### src/rtl/eth_rx_fcs_check.sv
// Ethernet receive FCS checker: runs CRC-32 over every frame byte, strips the 4 FCS bytes through
// a 4-deep delay line and flags bad frames on the final payload beat.
module eth_rx_fcs_check #(
  parameter int unsigned DATA_WIDTH = 8,
  parameter int unsigned MIN_FRAME  = 64,
  parameter int unsigned MAX_FRAME  = 1518,
  parameter int unsigned CNT_WIDTH  = 32
) (
  input  logic                  mac_clk,
  input  logic                  mac_rst_n,
  input  logic                  in_startofpacket,
  input  logic                  in_endofpacket,
  input  logic                  in_valid,
  input  logic [DATA_WIDTH-1:0] in_data,
  input  logic                  in_error,
  output logic                  out_startofpacket,
  output logic                  out_endofpacket,
  output logic                  out_valid,
  output logic [DATA_WIDTH-1:0] out_data,
  output logic                  out_error,
  output logic [CNT_WIDTH-1:0]  good_frames,
  output logic [CNT_WIDTH-1:0]  bad_frames
);

  localparam logic [1:0] S_IDLE = 2'd0;
  localparam logic [1:0] S_FILL = 2'd1;
  localparam logic [1:0] S_PASS = 2'd2;

  localparam logic [31:0] CRC_INIT    = 32'hFFFF_FFFF;
  localparam logic [31:0] CRC_POLY    = 32'hEDB8_8320;
  localparam logic [31:0] CRC_RESIDUE = 32'hDEBB_20E3;

  localparam int unsigned   LW      = $clog2(MAX_FRAME + 2);
  localparam logic [LW-1:0] LEN_MIN = LW'(MIN_FRAME);
  localparam logic [LW-1:0] LEN_MAX = LW'(MAX_FRAME);
  localparam logic [LW-1:0] LEN_SAT = LW'(MAX_FRAME + 1);

  // Reflected CRC-32, data consumed LSB first.
  function automatic logic [31:0] crc_update(input logic [31:0]           crc,
                                             input logic [DATA_WIDTH-1:0] data);
    logic [31:0] c;
    c = crc ^ {{(32 - DATA_WIDTH){1'b0}}, data};
    for (int i = 0; i < int'(DATA_WIDTH); i++) begin
      c = c[0] ? ((c >> 1) ^ CRC_POLY) : (c >> 1);
    end
    return c;
  endfunction

  logic [1:0]                 state_q, state_d;
  logic [3:0][DATA_WIDTH-1:0] dly_q, dly_d;
  logic                       first_q, first_d;
  logic [31:0]                crc_q, crc_d;
  logic [LW-1:0]              len_q, len_d;
  logic                       sticky_q, sticky_d;
  logic                       out_valid_q, out_valid_d;
  logic                       out_sop_q, out_sop_d;
  logic                       out_eop_q, out_eop_d;
  logic                       out_err_q, out_err_d;
  logic [DATA_WIDTH-1:0]      out_data_q, out_data_d;
  logic [CNT_WIDTH-1:0]       good_q, good_d;
  logic [CNT_WIDTH-1:0]       bad_q, bad_d;
  logic                       good_inc;
  logic [1:0]                 bad_inc;
  logic                       frame_bad;

  always_comb begin
    state_d     = state_q;
    dly_d       = dly_q;
    first_d     = first_q;
    crc_d       = crc_q;
    len_d       = len_q;
    sticky_d    = sticky_q;
    out_valid_d = 1'b0;
    out_sop_d   = 1'b0;
    out_eop_d   = 1'b0;
    out_err_d   = 1'b0;
    out_data_d  = out_data_q;
    good_inc    = 1'b0;
    bad_inc     = 2'd0;
    frame_bad   = 1'b0;

    if (in_valid && (in_startofpacket || state_q != S_IDLE)) begin
      dly_d = {dly_q[2:0], in_data};
      if (in_startofpacket) begin
        // A sop inside a frame aborts it; close it only if its first beat already left.
        if (state_q != S_IDLE) begin
          bad_inc = 2'd1;
          if (state_q == S_PASS && !first_q) begin
            out_valid_d = 1'b1;
            out_data_d  = dly_q[3];
            out_eop_d   = 1'b1;
            out_err_d   = 1'b1;
          end
        end
        crc_d    = crc_update(CRC_INIT, in_data);
        len_d    = LW'(1);
        sticky_d = in_error;
        first_d  = 1'b1;
        state_d  = S_FILL;
      end else begin
        crc_d    = crc_update(crc_q, in_data);
        len_d    = (len_q == LEN_SAT) ? LEN_SAT : len_q + LW'(1);
        sticky_d = sticky_q | in_error;
        if (state_q == S_PASS) begin
          out_valid_d = 1'b1;
          out_data_d  = dly_q[3];
          out_sop_d   = first_q;
          first_d     = 1'b0;
        end else if (len_q == LW'(3)) begin
          state_d = S_PASS;
        end
      end

      if (in_endofpacket) begin
        frame_bad = sticky_d | (crc_d != CRC_RESIDUE) | (len_d < LEN_MIN) | (len_d > LEN_MAX);
        if (!in_startofpacket && state_q == S_PASS) begin
          out_eop_d = 1'b1;
          out_err_d = frame_bad;
          good_inc  = ~frame_bad;
          bad_inc   = {1'b0, frame_bad};
        end else begin
          // Frames of four bytes or fewer never reach the output.
          bad_inc = bad_inc + 2'd1;
        end
        state_d  = S_IDLE;
        crc_d    = CRC_INIT;
        len_d    = '0;
        sticky_d = 1'b0;
        first_d  = 1'b1;
      end
    end

    good_d = good_q + CNT_WIDTH'(good_inc);
    bad_d  = bad_q + CNT_WIDTH'(bad_inc);
  end

  always_ff @(posedge mac_clk or negedge mac_rst_n) begin
    if (!mac_rst_n) begin
      state_q     <= S_IDLE;
      dly_q       <= '0;
      first_q     <= 1'b1;
      crc_q       <= CRC_INIT;
      len_q       <= '0;
      sticky_q    <= 1'b0;
      out_valid_q <= 1'b0;
      out_sop_q   <= 1'b0;
      out_eop_q   <= 1'b0;
      out_err_q   <= 1'b0;
      out_data_q  <= '0;
      good_q      <= '0;
      bad_q       <= '0;
    end else begin
      state_q     <= state_d;
      dly_q       <= dly_d;
      first_q     <= first_d;
      crc_q       <= crc_d;
      len_q       <= len_d;
      sticky_q    <= sticky_d;
      out_valid_q <= out_valid_d;
      out_sop_q   <= out_sop_d;
      out_eop_q   <= out_eop_d;
      out_err_q   <= out_err_d;
      out_data_q  <= out_data_d;
      good_q      <= good_d;
      bad_q       <= bad_d;
    end
  end

  assign out_valid         = out_valid_q;
  assign out_startofpacket = out_sop_q;
  assign out_endofpacket   = out_eop_q;
  assign out_error         = out_err_q;
  assign out_data          = out_data_q;
  assign good_frames       = good_q;
  assign bad_frames        = bad_q;

endmodule

### config.mk
export PLATFORM = sky130hd
export DESIGN_NAME = eth_rx_fcs_check
export DESIGN_NICKNAME = d
export VERILOG_FILES = /design/src/rtl/eth_rx_fcs_check.sv
export SDC_FILE = /design/constraint.sdc
export NUM_CORES = 1
export LEC_CHECK = 0
export CAP_MARGIN = 20
export CORE_UTILIZATION = 54
export CTS_CLUSTER_DIAMETER = 60
export CTS_CLUSTER_SIZE = 20
export DETAILED_ROUTE_END_ITERATION = 10
export PLACE_DENSITY = 0.75
export SLEW_MARGIN = 20
export SYNTH_ARGS = -nofsm -noshare
export SYNTH_HDL_FRONTEND = slang
export SYNTH_SLANG_ARGS = --single-unit
### constraint.sdc
create_clock -name mac_clk -period 5.53 [get_ports mac_clk]
set_input_delay 0.553 -clock mac_clk [delete_from_list [all_inputs] [get_ports mac_clk]]
set_output_delay 0.553 -clock mac_clk [all_outputs]
set_load 0.02 [all_outputs]
==> results.sh, run 1 <==
export IMPL_root_buffer="clkbuf_16"
export IMPL_place_hpwl_um=12480
export IMPL_die_area_um2=16160
export IMPL_clkLatencyLatePin_ps=430
export IMPL_maxSlewViolCount=0
export IMPL_drive_above_1_share_pct=11.49
export IMPL_ys_warn_count=0
export IMPL_synthCells=844
export IMPL_vias=6188
export IMPL_hold_viol_final=0
export IMPL_routabilityCongestion=0.9593
export IMPL_rr_worst_depth=17
export IMPL_core_um2=15260
export IMPL_fmax_mhz=197.4
export IMPL_cts_tree="yes"
export IMPL_path_class="in2reg"
export IMPL_cts_reportedPaths_clkPinSlew_ps=60
export IMPL_drt_iter0_drc=364
export IMPL_die_h_um=127.1
export IMPL_die_x_um=127.1
export IMPL_netlist_cell_type_count=57
export IMPL_cts_sink_count=155
export IMPL_io_pin_count=90
export IMPL_cp_end_kind="flop"
export IMPL_powerDensity_nw_per_um2=453.0
export IMPL_antenna_found_initial=0
export IMPL_grt_pass1_vias=5857
export IMPL_status="finished clean"
export IMPL_yosys_top_cells_area="dfrtp_1 36%, xnor2_1 12%, dfstp_2 10%"
export IMPL_post_cts_buffers=0
export IMPL_worst_pin_slew_ps=942.2
export IMPL_combPwrFrac_pct=40.4
export IMPL_rows=45
export IMPL_final_antenna_net_count=0
export IMPL_period_minus_slack_ps=5066
export IMPL_grt_pass1_wl_um=29960
export IMPL_syn_to_final_growth_pct=19.96
export IMPL_fin_tns_setup_ps=0
export IMPL_cts_buffer_depth=2
export IMPL_maxCapViolations=0
export IMPL_seq_area_frac_synth_pct=46.37
export IMPL_leakagePower_nw=4.501
export IMPL_async_reset_ff_share_pct=100.0
export IMPL_viasPerCell=5.376
export IMPL_grt_max_degree=105
export IMPL_cts_resized=0
export IMPL_portBuffers=89
export IMPL_utilization_pct=66.47
export IMPL_netlist_top_cell_by_area="dfrtp_1"
export IMPL_p_clk_share_pct=25.5
export IMPL_cts_inserted_buffers=17
export IMPL_cp_max_fo=6
export IMPL_antenna_cells=0
export IMPL_seq_power_share_pct=34.1
export IMPL_ys_flop_type="dfrtp_1"
export IMPL_cp_start_kind="input pin"
export IMPL_drc=0
export IMPL_first_pass_iters=5
export IMPL_synth_nets=864
export IMPL_synth_edf_count=0
export IMPL_wl_um=18240
export IMPL_htree_levels=4
export IMPL_cts_hold_buffers=0
export IMPL_cp_required_ps=5830
export IMPL_setup_viol=0
export IMPL_synth_top_area_share_pct=36.11
export IMPL_finalCritPeriodShare_pct=91.61
export IMPL_grt_use_total_pct=23.92
export IMPL_syn_area_per_cell_um2=10.02
export IMPL_power_internal_mw=3.065
export IMPL_swShare_pct=33.28
export IMPL_arrival_ps=5370
export IMPL_nNetsFinal=947
export IMPL_synth_area_um2=8454
export IMPL_synth_seq_cells=155
export IMPL_hold_path_class="in2async"
export IMPL_peakVddDrop_mv=0.3716
export IMPL_finClkSkew_ps=13.02
export IMPL_max_slew_margin_rel_pct=37.19
export IMPL_avgRoutedWirePerCell_um=15.85
export IMPL_p_sw_mw=1.529
export IMPL_grt_ovfl_total=0
export IMPL_start_util_pct=55.41
export IMPL_rrSetupSlack_ps=620
export IMPL_rsz0062_at_grt="false"
[per-stage QoR]
stage	hold slack (ps)	instance area, µm²	instances	setup WS [ps]	power (mW)
after detailed placement	448.0	9558	1119	149.5	3.397
after CTS	278.4	10140	1151	501.2	4.607
after global placement	448.5	9555	1119	250.9	3.373
after global routing	323.5	10140	1151	101.0	4.811
after floorplan	257.4	8454	844	915.3	2.974
final	207.7	10140	1151	464.2	4.594
[state kept, by name (all words and copies together) (netlist names), 2 cells and up]
register / flops
bad_frames: 32
crc_q: 32
dly_q: 32
good_frames: 32
len_q: 11
out_data: 8
state_q: 2
[layout make-up]
type                            count  area, µm²
Clock buffer                       21      440.4
Clock inverter                     11      143.9
Fill cell                        1192       5116
Inverter                            8      30.03
Multi-Input combinational cell    635       4299
Sequential cell                   155       3920
Tap cell                          211      264.0
Timing Repair Buffer              110       1045
[per-layer routing]
layer	global-route usage, %	vias up	wire (µm)
li1	-	2981	-
met2	39.50	156	8955
met3	4.062	20	789
met1	32.28	3031	8248
met5	0	-	0
met4	7.773	0	250
[path summary, 6_finish.rpt]
path	end	from
max in group asynchronous	dly_q[23]	mac_rst_n
max	good_frames[26]	in_data[2]
min in group mac_clk	dly_q[25]	dly_q[17]
max reg2reg	good_frames[26]	crc_q[7]
min reg2reg	dly_q[25]	dly_q[17]
min	good_frames[21]	mac_rst_n
[cell usage after synthesis, drive strengths merged (2+ instances only)]
master / instances
and3: 20
buf: 18
dfstp: 33
a31oi: 4
and2: 2
nor2: 50
o22a: 16
a41oi: 2
nand2: 183
o21ai: 30
a21oi: 27
nor4: 7
dfrtp: 122
o31ai: 4
xnor2: 125
xor2: 43
nand3: 30
or2: 3
a211oi: 2
mux2i: 9
xor3: 4
nor2b: 6
and4: 3
o41ai: 3
o211ai: 4
nand4: 12
nor3b: 2
clkbuf: 28
inv: 7
nor3: 10
xnor3: 15
ha: 5
[power groups by stage]
stage / Combinational (mW) / Sequential [mW] / Clock (mW)
5_1_grt: 1.99 / 1.59 / 1.24
6_report: 1.86 / 1.57 / 1.17
4_1_cts: 1.85 / 1.56 / 1.20
2_1_floorplan: 1.43 / 1.54 / 0
3_3_place_gp: 1.80 / 1.58 / 0
3_5_place_dp: 1.82 / 1.58 / 0
[cells by family (layout without fill, tap and decap cells)]
| kind of cell | count (synthesis) | count (layout) | synth area share [%] |
|---|---|---|---|
| buf+inv | 54 | 150 | 2.989 |
| xor+xnor | 187 | 187 | 23.46 |
| simple gates | 333 | 333 | 17.43 |
| compound gates | 99 | 99 | 7.577 |
| mux | 10 | 10 | 1.199 |
| fa+ha+maj | 6 | 6 | 0.9768 |
| flops | 155 | 155 | 46.37 |
[cell usage in the layout (no fill, tap or decap), types with 12 or more instances in the layout]
cell and count:
and3_1 20, xor2_1 43, nand4_1 12, o21ai_0 30, xnor2_1 120, a21oi_1 27
nand3_1 30, o22a_1 16, dfrtp_1 122, nand2_1 183, clkbuf_16 17, buf_4 21
clkdlybuf4s50_1 87, nor2_1 49, dfstp_2 33
[worst max-delay path: stages]
cell	delay [ps]
clkdlybuf4s50_1	440
xnor2_1	500
xnor3_4	580
o21ai_0	220
xnor2_1	140
nor4_1	500
nand4_1	190
nor4_2	300
and2_1	170
ha_1	160
ha_1	190
nand3_1	150
nor2_1	230
and3_1	260
and3_1	250
and4_1	270
nand2_1	100
xnor2_1	140
Note: power is estimated with default switching activity, not from simulation.
==> run 2: changes to the inputs <==
--- a/config.mk
+++ b/config.mk
@@ -5,12 +5,13 @@
 export SDC_FILE = /design/constraint.sdc
 export NUM_CORES = 1
 export LEC_CHECK = 0
+export ABC_AREA = 1
 export CAP_MARGIN = 20
 export CORE_UTILIZATION = 54
 export CTS_CLUSTER_DIAMETER = 60
 export CTS_CLUSTER_SIZE = 20
 export DETAILED_ROUTE_END_ITERATION = 10
-export PLACE_DENSITY = 0.75
+export PLACE_DENSITY = 0.74
 export SLEW_MARGIN = 20
 export SYNTH_ARGS = -nofsm -noshare
 export SYNTH_HDL_FRONTEND = slang
==> run 2 against run 1 <==
The run now ends with DRC left. Hold slack worse by 51 ps. Global-route usage grew 7.2 points. Final cell count grew 38%. Clock-buffer cell count shrank 1. Synthesized cell count rose by 50%. Sequential cell count unchanged. Combinational power down 30%. First-iteration DRC count grew 140%. Highest routed layer unchanged.
==> results.sh, run 2 <==
export IMPL_die_h_um=132.6
export IMPL_arrival_ps=5280
export IMPL_finalCritPeriodShare_pct=89.22
export IMPL_status="finished with violations"
export IMPL_synth_nets=1286
export IMPL_met2_usage_pct=48.48
export IMPL_violations="DRC"
export IMPL_cts_resized=0
export IMPL_path_class="in2reg"
export IMPL_die_area_um2=17590
export IMPL_finClkSkew_ps=10.26
export IMPL_nNetsFinal=1380
export IMPL_setup_viol=0
export IMPL_cp_start_kind="input pin"
export IMPL_viasPerCell=5.449
export IMPL_grt_pass1_vias=7964
export IMPL_drt_iter0_drc=887
export IMPL_clkLatencyLatePin_ps=430
export IMPL_p_clk_share_pct=30.4
export IMPL_fin_tns_setup_ps=0
export IMPL_cp_max_fo=12
export IMPL_syn_to_final_growth_pct=19.11
export IMPL_portBuffers=89
export IMPL_r2r_end="bad_frames[30]"
export IMPL_layout_common_cells="469 x nand2_1, 135 x inv_1, 127 x nand3_1"
export IMPL_io_pin_count=90
export IMPL_hold_viol_final=0
export IMPL_synthCells=1266
export IMPL_cts_inserted_buffers=17
export IMPL_maxCapViolations=0
export IMPL_n_fill_cell=1478
export IMPL_synth_seq_cells=155
export IMPL_root_buffer="clkbuf_16"
export IMPL_cts_hold_buffers=0
export IMPL_mostFrequentLayoutCell="nand2_1"
export IMPL_cts_reportedPaths_clkPinSlew_ps=60
export IMPL_vias=8681
export IMPL_wl_um=26160
export IMPL_synth_most_common_cell="nand2_1"
export IMPL_seq_area_frac_synth_pct=42.55
export IMPL_swShare_pct=37.39
export IMPL_maxSlewViolCount=0
export IMPL_grt_busiest_layer="met2"
export IMPL_htree_levels=4
export IMPL_die_x_um=132.6
export IMPL_combPwrFrac_pct=32.3
export IMPL_max_slew_margin_rel_pct=29.70
export IMPL_power_internal_mw=2.526
export IMPL_p_sw_mw=1.508
export IMPL_fin_hold_ws_ps=157.0
export IMPL_gr_usage_met3_pct=4.444
export IMPL_cp_required_ps=5880
export IMPL_period_minus_slack_ps=4934
export IMPL_drive_above_1_share_pct=10.71
export IMPL_slowest_delay_ps=560
export IMPL_place_hpwl_um=18900
export IMPL_rr_worst_depth=31
export IMPL_cts_tree="yes"
export IMPL_synth_top_area_share_pct=33.14
export IMPL_antenna_found_initial=0
export IMPL_grt_use_total_pct=31.12
export IMPL_cts_buffer_depth=2
export IMPL_netlist_cell_type_count=46
export IMPL_timing_critical_path_mode_cell="nand2_1"
export IMPL_cp_end_kind="flop"
export IMPL_powerDensity_nw_per_um2=367.6
export IMPL_grt_pass1_wl_um=42410
export IMPL_grt_max_degree=94
export IMPL_ys_top_cells_by_count="469 x nand2_1, 135 x inv_1, 127 x nand3_1"
export IMPL_async_reset_ff_share_pct=100.0
export IMPL_core_um2=16640
export IMPL_yosys_top_cells_area="dfrtp_1 33%, nand2_1 19%, dfstp_2 9.4%"
export IMPL_ys_flop_type="dfrtp_1"
export IMPL_utilization_pct=65.93
export IMPL_synth_area_um2=9213
export IMPL_rrSetupSlack_ps=930
export IMPL_drc=1
export IMPL_ys_warn_count=0
export IMPL_netlist_top_cell_by_area="dfrtp_1"
export IMPL_peakVddDrop_mv=0.3336
export IMPL_post_cts_buffers=0
export IMPL_grtUsageMet1_pct=44.78
export IMPL_r2r_start="crc_q[1]"
export IMPL_synth_edf_count=0
export IMPL_worst_pin_slew_ps=1053
export IMPL_rows=47
export IMPL_grt_ovfl_total=0
export IMPL_avgRoutedWirePerCell_um=16.42
export IMPL_antenna_cells=0
export IMPL_leakagePower_nw=5.605
export IMPL_seq_power_share_pct=37.3
export IMPL_fmax_mhz=202.7
export IMPL_hold_path_class="in2async"
export IMPL_cts_sink_count=155
export IMPL_syn_area_per_cell_um2=7.277
export IMPL_routabilityCongestion=1.051
export IMPL_slowest_stage="clkdlybuf4s50_1"
export IMPL_first_pass_iters=10
export IMPL_rsz0062_at_grt="false"
export IMPL_start_util_pct=55.36
export IMPL_final_antenna_net_count=0
==> run 2: logic make-up (layout without fill, tap and decap cells) <==
family	Yosys count	count (layout)	synth area share (%)
fa+ha+maj	6	6	0.8964
simple gates	752	752	35.49
compound gates	97	97	6.098
xor+xnor	74	74	7.035
buf+inv	182	289	7.932
flops	155	155	42.55
==> run 2: layout make-up <==
type	instances	area [µm²]	area share, %
tap	220	275.3	2.509
timing repair buffer	107	1027	9.362
inverter	150	566.8	5.165
multi-input combinational	929	4574	41.69
sequential	155	3920	35.72
clock inverter	12	162.7	1.482
clock buffer	20	446.7	4.071
==> run 2: how the worst max path moves through the flow <==
| stage | slack, ps | to | startpoint |
|---|---|---|---|
| finish | 600 | bad_frames[30] | in_data[1] |
| global route | 290 | bad_frames[30] | in_data[0] |
| CTS | 670 | bad_frames[30] | in_data[1] |
| detailed placement | 260 | bad_frames[28] | in_data[1] |
| global placement | 280 | bad_frames[28] | in_data[1] |
| floorplan | 1640 | bad_frames[30] | in_data[2] |
==> run 2: power groups by stage <==
stage / Sequential, mW / Combinational [mW] / Clock, mW
after global routing: 1.53 / 1.44 / 1.29
after CTS: 1.50 / 1.28 / 1.24
final: 1.50 / 1.30 / 1.23
after global placement: 1.51 / 1.26 / 0
after detailed placement: 1.52 / 1.27 / 0
after floorplan: 1.54 / 0.791 / 0
==> run 2: metal layers <==
metal  share of wire (%)  up-vias
met4                 2.4        0
met1                  43     4042
li1                    -     4195
met3                 8.5       54
met2                  46      390
met5                   0        -
==> run 2: worst max-delay path, delay by kind of cell <==
kind | cells | cell delay, ps
and+or+nand+nor | 25 | 3160
buffers and inverters | 3 | 790
xor gates and xnor gates | 1 | 140
adders and majority gates | 2 | 620
==> run 2: per-stage QoR <==
step                setup WS, ps  std cells  total power, mW  instance area (µm²)
floorplan                   1640       1266            2.335                 9213
global placement           277.5       1561            2.770                10360
detailed placement         255.5       1561            2.788                10360
CTS                        665.0       1593            4.019                10970
global route               292.2       1593            4.252                10970
finish                     596.1       1593            4.034                10970
==> run 3: changes to the inputs <==
--- a/config.mk
+++ b/config.mk
@@ -11,7 +11,7 @@
 export CTS_CLUSTER_DIAMETER = 60
 export CTS_CLUSTER_SIZE = 20
 export DETAILED_ROUTE_END_ITERATION = 10
-export PLACE_DENSITY = 0.74
+export PLACE_DENSITY = 0.83
 export SLEW_MARGIN = 20
 export SYNTH_ARGS = -nofsm -noshare
 export SYNTH_HDL_FRONTEND = slang
==> run 3 against run 2 <==
The flow now finishes without violations. Hold slack gained 82 ps. Clock skew up 4.7 ps. Power shrank 1.8%. Via count increased by 2.4%. Sequential share of layout area about the same. Non-clock buffer count rose by 2. Critical endpoint unchanged. Highest routed layer unchanged.
==> results.sh, run 3 (same netlist as run 2, synthesis figures left out) <==
export IMPL_dp_cells=1563
export IMPL_rsz0062_at_grt="false"
export IMPL_r2r_end="bad_frames[30]"
export IMPL_vias=8888
export IMPL_hold_viol_final=0
export IMPL_grt_pass1_wl_um=42540
export IMPL_cts_buffer_depth=2
export IMPL_postLayoutCellArea_um2=10970
export IMPL_cp_start_kind="input pin"
export IMPL_slowest_stage="clkdlybuf4s50_1"
export IMPL_cp_max_fo=13
export IMPL_rows=47
export IMPL_maxCapViolations=0
export IMPL_mostFrequentLayoutCell="nand2_1"
export IMPL_fin_hold_ws_ps=239.3
export IMPL_start_util_pct=55.36
export IMPL_arrival_ps=5580
export IMPL_die_h_um=132.6
export IMPL_r2r_start="crc_q[1]"
export IMPL_slowest_delay_ps=700
export IMPL_grt_pass1_vias=8537
export IMPL_portBuffers=89
export IMPL_max_slew_margin_rel_pct=34.55
export IMPL_fmax_mhz=190.1
export IMPL_die_x_um=132.6
export IMPL_timing_final_ws_setup_ps=269.8
export IMPL_grt_use_total_pct=30.70
export IMPL_drive_above_1_share_pct=10.92
export IMPL_cts_reportedPaths_clkPinSlew_ps=70
export IMPL_avgRoutedWirePerCell_um=16.22
export IMPL_cts_sink_count=155
export IMPL_setup_viol=0
export IMPL_period_minus_slack_ps=5260
export IMPL_grt_ovfl_total=0
export IMPL_hold_path_class="in2async"
export IMPL_post_cts_buffers=0
export IMPL_finClkSkew_ps=14.97
export IMPL_powerDensity_nw_per_um2=361.2
export IMPL_path_class="in2reg"
export IMPL_place_hpwl_um=18380
export IMPL_n_fill_cell=1369
export IMPL_rrSetupSlack_ps=670
export IMPL_status="finished clean"
export IMPL_leakagePower_nw=5.603
export IMPL_utilization_pct=65.89
export IMPL_cp_end_kind="flop"
export IMPL_wl_um=25850
export IMPL_preCtsSetupSlack_ps=20.76
export IMPL_finalCritPeriodShare_pct=95.12
export IMPL_cts_hold_buffers=0
export IMPL_maxSlewViolCount=0
export IMPL_cp_required_ps=5850
export IMPL_drc=0
export IMPL_viasPerCell=5.576
export IMPL_timing_critical_path_mode_cell="nand2_1"
export IMPL_fin_tns_setup_ps=0
export IMPL_cts_inserted_buffers=17
export IMPL_first_pass_iters=8
export IMPL_die_area_um2=17590
export IMPL_grt_max_degree=100
export IMPL_peakVddDrop_mv=0.3109
export IMPL_cts_tree="yes"
export IMPL_fin_cells=1594
export IMPL_io_pin_count=90
export IMPL_root_buffer="clkbuf_16"
export IMPL_cts_resized=0
export IMPL_clkLatencyLatePin_ps=430
export IMPL_seq_area_um2=3920
export IMPL_multiInputGateArea_um2=4577
export IMPL_rr_worst_depth=31
export IMPL_htree_levels=4
export IMPL_antenna_found_initial=0
export IMPL_layout_common_cells="468 x nand2_1, 135 x inv_1, 127 x nand3_1"
export IMPL_routabilityCongestion=1.036
export IMPL_drt_iter0_drc=834
export IMPL_place_area_um2=10390
export IMPL_nNetsFinal=1382
export IMPL_final_antenna_net_count=0
export IMPL_total_power_mw=3.961
export IMPL_syn_to_final_growth_pct=19.03
export IMPL_core_um2=16640
export IMPL_worst_pin_slew_ps=980.7
export IMPL_antenna_cells=0
==> run 3: cell types whose count changed in the layout (fill, tap and decap cells not counted), sizes merged <==
| cell | change |
|---|---|
| clkinv | +4 |
| buf | +2 |
| clkbuf | -2 |
| inv | -2 |
| bufinv | -1 |
==> run 3: worst max-delay path, delay by kind of cell <==
family | cells | cell delay (ps)
adders and majority gates | 2 | 650
buffers and inverters | 3 | 900
xor gates and xnor gates | 1 | 270
and+or+nand+nor | 26 | 3190
==> run 3: area by class of cell <==
type | count | area share [%]
Tap cell | 220 | 2.510
Clock inverter | 13 | 1.301
Sequential cell | 155 | 35.75
Multi-Input combinational cell | 929 | 41.74
Timing Repair Buffer | 109 | 9.619
Inverter | 150 | 5.169
Clock buffer | 18 | 3.914
==> run 3: worst max-delay path by stage <==
stage                     slack, ps  depth (start not counted)             end       start
after floorplan                1640                         32  bad_frames[30]  in_data[2]
after global placement          130                         32  bad_frames[30]  in_data[1]
after detailed placement         20                         32  bad_frames[30]  in_data[1]
after CTS                       290                         32  bad_frames[30]  in_data[1]
after global routing             30                         32  bad_frames[30]  in_data[1]
final                           270                         32  bad_frames[30]  in_data[1]
==> run 3: power breakdown <==
| group | leakage (nW) | total [mW] | internal (mW) | switching, mW |
|---|---|---|---|---|
| registers | 1.95 | 1.50 | 1.37 | 0.135 |
| clock network | 0.282 | 1.16 | 0.666 | 0.492 |
| logic | 3.37 | 1.30 | 0.434 | 0.865 |
==> run 3: layer usage <==
| layer | wire (µm) | global-route usage [%] | vias up | share of wire (%) |
|---|---|---|---|---|
| met5 | 0 | 0 | - | 0 |
| met4 | 1194 | 15.71 | 0 | 4.6 |
| met3 | 2274 | 6.820 | 94 | 8.8 |
| met2 | 11840 | 49.24 | 439 | 46 |
| met1 | 10540 | 39.08 | 4150 | 41 |
| li1 | - | - | 4205 | - |
